<file path="src/rtl/ssp_sync_bank_if.sv">
// Signal bundle between the SSPCLK-side synchroniser bank and its users.
// The master side drives the foreign-domain levels; the slave side is the bank.
interface ssp_sync_bank_if #(
    parameter int NUM_CH = 11
);
    logic [NUM_CH-1:0] AsyncIn;
    logic [NUM_CH-1:0] SyncOut;
    logic [NUM_CH-1:0] RisePulse;
    logic [NUM_CH-1:0] FallPulse;
    logic              AnyChange;

    modport master (
        output AsyncIn,
        input  SyncOut,
        input  RisePulse,
        input  FallPulse,
        input  AnyChange
    );

    modport slave (
        input  AsyncIn,
        output SyncOut,
        output RisePulse,
        output FallPulse,
        output AnyChange
    );
endinterface

</file>
<file path="src/rtl/ssp_sync_bank.sv">
// Bank of multi-stage synchronisers into SSPCLK with optional per-channel
// glitch filter and edge-pulse generation.
module ssp_sync_bank #(
    parameter int              NUM_CH   = 11,
    parameter int              STAGES   = 2,
    parameter logic [NUM_CH-1:0] RST_VAL  = 11'h010,
    parameter logic [NUM_CH-1:0] FILT_EN  = 11'h000,
    parameter int              FILT_LEN = 3,
    parameter logic [NUM_CH-1:0] EDGE_EN  = 11'h030
) (
    input  logic             SSPCLK,
    input  logic             SSPRST,
    ssp_sync_bank_if.slave   bus
);

    if (STAGES < 2 || STAGES > 4) begin : g_bad_stages
        $error("ssp_sync_bank: STAGES must be in 2..4");
    end
    if (FILT_LEN < 1 || FILT_LEN > 15) begin : g_bad_filt_len
        $error("ssp_sync_bank: FILT_LEN must be in 1..15");
    end
    if (NUM_CH < 1 || NUM_CH > 32) begin : g_bad_num_ch
        $error("ssp_sync_bank: NUM_CH must be in 1..32");
    end

    localparam logic [3:0] FILT_LAST = 4'(FILT_LEN - 1);

    logic [NUM_CH-1:0] stage_q [STAGES];
    logic [NUM_CH-1:0] tail;
    logic [NUM_CH-1:0] sync_out;
    logic [NUM_CH-1:0] hist_q;
    logic [NUM_CH-1:0] rise;
    logic [NUM_CH-1:0] fall;

    always_ff @(posedge SSPCLK) begin
        if (SSPRST) begin
            for (int k = 0; k < STAGES; k++) begin
                stage_q[k] <= RST_VAL;
            end
        end else begin
            stage_q[0] <= bus.AsyncIn;
            for (int k = 1; k < STAGES; k++) begin
                stage_q[k] <= stage_q[k-1];
            end
        end
    end

    assign tail = stage_q[STAGES-1];

    for (genvar i = 0; i < NUM_CH; i++) begin : g_ch
        if (FILT_EN[i]) begin : g_filt
            logic [3:0] cnt_q;
            logic       out_q;

            // A change is accepted only after FILT_LEN consecutive disagreeing cycles.
            always_ff @(posedge SSPCLK) begin
                if (SSPRST) begin
                    out_q <= RST_VAL[i];
                    cnt_q <= 4'd0;
                end else if (tail[i] == out_q) begin
                    cnt_q <= 4'd0;
                end else if (cnt_q == FILT_LAST) begin
                    out_q <= ~out_q;
                    cnt_q <= 4'd0;
                end else begin
                    cnt_q <= cnt_q + 4'd1;
                end
            end

            assign sync_out[i] = out_q;
        end else begin : g_pass
            assign sync_out[i] = tail[i];
        end
    end

    always_ff @(posedge SSPCLK) begin
        if (SSPRST) begin
            hist_q <= RST_VAL;
        end else begin
            hist_q <= sync_out;
        end
    end

    // Both operands are flop outputs, so the pulses carry no path from AsyncIn.
    assign rise = EDGE_EN & sync_out & ~hist_q;
    assign fall = EDGE_EN & ~sync_out & hist_q;

    assign bus.SyncOut   = sync_out;
    assign bus.RisePulse = rise;
    assign bus.FallPulse = fall;
    assign bus.AnyChange = |(rise | fall);

endmodule

</file>
<file path="src/flat_wrapper.sv">
// flat-port wrapper written by rule: the top's interface ports become plain ports
module ssp_sync_bank_flat 
#(
    parameter int              NUM_CH   = 11,
    parameter int              STAGES   = 2,
    parameter logic [NUM_CH-1:0] RST_VAL  = 11'h010,
    parameter logic [NUM_CH-1:0] FILT_EN  = 11'h000,
    parameter int              FILT_LEN = 3,
    parameter logic [NUM_CH-1:0] EDGE_EN  = 11'h030
)
  (SSPCLK, SSPRST, bus_AsyncIn, bus_SyncOut, bus_RisePulse, bus_FallPulse, bus_AnyChange);
  ssp_sync_bank_if #(.NUM_CH(NUM_CH)) bus_i ();
  input  logic SSPCLK;
  input  logic SSPRST;
  input wire logic [$bits(bus_i.AsyncIn)-1:0] bus_AsyncIn;
  output wire logic [$bits(bus_i.SyncOut)-1:0] bus_SyncOut;
  output wire logic [$bits(bus_i.RisePulse)-1:0] bus_RisePulse;
  output wire logic [$bits(bus_i.FallPulse)-1:0] bus_FallPulse;
  output wire logic [$bits(bus_i.AnyChange)-1:0] bus_AnyChange;
  assign bus_i.AsyncIn = bus_AsyncIn;
  assign bus_SyncOut = bus_i.SyncOut;
  assign bus_RisePulse = bus_i.RisePulse;
  assign bus_FallPulse = bus_i.FallPulse;
  assign bus_AnyChange = bus_i.AnyChange;
  ssp_sync_bank #(.NUM_CH(NUM_CH), .STAGES(STAGES), .RST_VAL(RST_VAL), .FILT_EN(FILT_EN), .FILT_LEN(FILT_LEN), .EDGE_EN(EDGE_EN)) u_core (.SSPCLK(SSPCLK), .SSPRST(SSPRST), .bus(bus_i));
endmodule
</file>
<file path="config.mk">
export PLATFORM = sky130hd
export DESIGN_NAME = ssp_sync_bank_flat
export DESIGN_NICKNAME = d
export VERILOG_FILES = /design/src/rtl/ssp_sync_bank_if.sv /design/src/rtl/ssp_sync_bank.sv /design/src/flat_wrapper.sv
export SDC_FILE = /design/constraint.sdc
export NUM_CORES = 1
export LEC_CHECK = 0
export BUFFER_PORTS_ARGS = -buffer_cell sky130_fd_sc_hd__buf_4
export CORE_AREA = 3 3 54 46
export CTS_CLUSTER_DIAMETER = 50
export DETAILED_ROUTE_END_ITERATION = 12
export DIE_AREA = 0 0 57 49
export GPL_TIMING_DRIVEN = 1
export PLACE_DENSITY = 0.9
export SETUP_SLACK_MARGIN = 0.05
export SLEW_MARGIN = 20
export SYNTH_ARGS = -nofsm -noshare
export SYNTH_HDL_FRONTEND = slang
export SYNTH_SLANG_ARGS = --single-unit
</file>
<file path="constraint.sdc">
create_clock -name SSPCLK -period 1.5 [get_ports SSPCLK]
set_input_delay 0.3 -clock SSPCLK [delete_from_list [all_inputs] [get_ports SSPCLK]]
set_output_delay 0.3 -clock SSPCLK [all_outputs]
set_load 0.02 [all_outputs]
</file>
# After elaboration in Yosys (flattened, before gate mapping)
# Memory sizes are Yosys's and may differ from the RTL's.
# Index checks and enable logic that the tools add are counted.
[op_classes] n_mux=5 bitwise=7 n_reduce_logical=1
[op_table] operator="6-bit by 11-bit AND with 11-bit output" n=2
[op_table] operator="11-bit 2-to-1 mux" n=2
[op_table] operator="11-bit NOT" n=1
[op_table] operator="11-bit OR" n=1
[op_table] operator="11-bit OR reduction" n=1
[op_table] operator="6-bit NOT" n=1
[op_table] operator="1-bit 2-to-1 mux" n=3
[op_table] operator="1-bit OR" n=2
[word_totals] ramBits=22 elab_cells=15 output_inout_bits=34 ff_bits=11 n_memories=1
[mem_list] memory="u_core.stage_q" depth=2 word_bits=11 read_ports=2 rd_clocked_by_memory_dff=0 write_ports=2 line_no="ssp_sync_bank.sv:28" text="logic [NUM_CH-1:0] stage_q [STAGES];"

# Depth between registers and ports, before layout
[logic_depth] depth_word=4 mapped_depth=3

# Worst setup path before layout
# OpenSTA, ideal clock, no wires.
[synth_timing] path_type="register to output" start="mem u_core.stage_q[1][5] (netlist: u_core.stage_q[0][16])" end="out bus_AnyChange" t_arrival_ns=0.819 path_stages_with_launch=4 path_slack_ns=0.381 n_path_buf=0 path_cell_list="dfxtp_1 > inv_1 > ha_1 > nand2_1"
[synth_rtl] element="start, declared" line_no="ssp_sync_bank.sv:28"
[synth_rtl] element="end, declared" line_no="flat_wrapper.sv:19" text="output wire logic [$bits(bus_i.AnyChange)-1:0] bus_AnyChange;"

==> reports/qor.yml <==
min_path:
  hold_path.class: "in2reg"
  hp-start: "bus_AsyncIn[4]"
  hold_path_end: "u_core.stage_q[0][4]"
  min_delay_path_depth: 2
routing:
  vias: 499
  first_pass_iters: 1
  drcViolationCount: 0
  routed_wl_mm: 1.13
  postRouteAntennaNets: 0
  dr.first_iter.drc_count: 0
  vias_per_cell: 3.75
  wl_per_cell_um: 8.51
global_route:
  met1_usage_pct: 7.70
  grt_pass1_vias: 420
  gr-usage-all-layers_pct: 8.34
  grt_max_degree: 25
  antenna_found_initial: 0
  grt-busiest-layer: "met2"
  grt_pass1_wl_mm: 1.76
  grtUsageMet3_pct: 6.35
  use_met2_pct: 13.7
  grt_overflow: 0
setup_path:
  critPathKind: "reg2out"
  path_max_fanout: 2
  slowest_delay_ps: 350
  rr_startpoint: "u_core.stage_q[0][15]"
  r2r_end: "u_core.hist_q[4]"
  crit_arrival_ps: 1120
  ff2ff_setup_slack_ps: 720
  cpMaxStageDelayCell: "dfxtp_2"
  crit_path_end_kind: "output pin"
  startpoint_type: "flip-flop"
  crit_start: "u_core.stage_q[0][16]"
  rr_worst_depth: 2
  required_ps: 1200
  cp_cell_sequence: "inv_2 -> ha_4 -> nand2_2 -> buf_6"
  worst-path-buf-inv: 2
  cp_top_family: "flip-flops"
final_layout:
  area_growth_pct: 17.8
  finish.net_count: 127
  post-route-util_pct: 57.5
  fin_cells: 133
  drive_above_1_share_pct: 39.4
  layout_commonest_cell: "buf_4"
  diodes: 0
  layout_common_cells: "buf_4 (27), dfxtp_1 (22), nor2b_1 (19)"
flow_run:
  cap_violations: 0
sta:
  setup_viol: 0
  holdWs_ps: 164
  hold_viol: 0
  fin_crit_ps: 1420
  timing.final.crit_share_pct: 94.6
  fmax_mhz: 705
  grt_setup_unrepaired: "true"
  tns_ps: 0
  setup_slack_ps: 81.7
  slew_viol_final: 0
  fin_worst_skew_ps: 1.78
logic_synthesis:
  synth.avg_cell_area_um2: 10.6
  synth_area_leaders: "dfxtp_1 (51%), buf_4 (23%), nor2b_1 (13%)"
  ys.warnings.count: 0
  synthCells: 89
  ys_seq_area_share_pct: 51.1
  yosysTopAreaCellShare_pct: 51.1
  netlist_area_um2: 940
  yosysTopAreaCell: "dfxtp_1"
  synth-seq-cells: 24
  ys_types: 11
placed_design:
  routabilityCongestion: 0.625
  dp_cells: 127
  dpl_worst_slack_ps: 303
  numPortBuffers: 28
  dp_hpwl_um: 861
floorplan:
  die_area_um2: 2790
  rows: 14
  io_pins: 47
  die_y_um: 49
  initial_core_util_pct: 48.8
  core_area_um2: 1930
  die_w_um: 57
cts:
  cts_tree: "done"
  clk_pin_slew_worst_paths_ps: 120
  clockRootBuffer: "clkbuf_4"
  cts_buffer_depth: 2
  cts_made_buffers: 3
  cts_max_level: 1
  clock_latency_ps: 300
  clock-sinks: 24
  holdBufCountCts: 0
power_and_ir_drop:
  peakVddDrop_uv: 764
  leakage_nw: 0.540
  powerDensity_nw_per_um2: 1040
status:
  outcome: "completed"
flip-flops by register name (all words and copies together), names as in the netlist:
signal and flops:
u_core.hist_q 2, u_core.stage_q 22
cell usage after synthesis, drive strengths merged:
master	number
buf	31
dfxtp	24
nand2	1
and2b	2
nor2b	19
or2	3
conb	1
inv	4
ha	4
through the flow:
step,power [mW],cell area [um^2]
2_1_floorplan,0.836,1000
3_3_place_gp,0.834,1010
3_5_place_dp,0.837,1010
4_1_cts,1.18,1090
5_1_grt,1.22,1110
6_report,1.16,1110
area by class of cell:
cell class / instances / area, um^2
tap: 24 / 30.0
timing repair buffer: 30 / 236
clock buffer: 4 / 36.3
multi-input combinational: 47 / 307
sequential: 24 / 483
fill: 173 / 820
inverter: 4 / 15.0
routing by layer:
metal  up-vias  share of wire (%)  wire (um)
li1        255                  -          -
met1       209                 35        393
met2        32                 49        559
met3         3                 15        168
met4         0               0.97         11
met5         -                  0          0
worst max path at each step:
stage / depth (start not counted) / slack [ps] / to
global route: 4 / 10 / bus_AnyChange
floorplan: 3 / 380 / bus_AnyChange
global placement: 4 / 340 / bus_AnyChange
detailed placement: 4 / 300 / bus_AnyChange
finish: 4 / 80 / bus_AnyChange
CTS: 4 / 60 / bus_AnyChange
power breakdown:
part / switching, mW / internal (mW) / leakage [nW]
Clock: 0.174 / 0.148 / 0.0210
Sequential: 0.00784 / 0.666 / 0.198
Combinational: 0.0927 / 0.0676 / 0.320
kinds of logic (layout without fill, tap and decap cells):
group                      count (synthesis)  after routing  share of synthesized area, %
buffers and inverters                     35             38                          26.5
other                                      1             18                         0.399
DFF                                       24             24                          51.1
and+or+nand+nor                           25             25                          16.6
adders and majority gates                  4              4                          5.33
what timing repair did:
action | 4_1_cts | 5_1_grt
pin swaps | 3 | 2
setup buffers | 2 | 0
setup endpoints to repair | 1 | 3
resized for setup | 8 | 4
No activity file was read; power rests on OpenSTA's default activity.
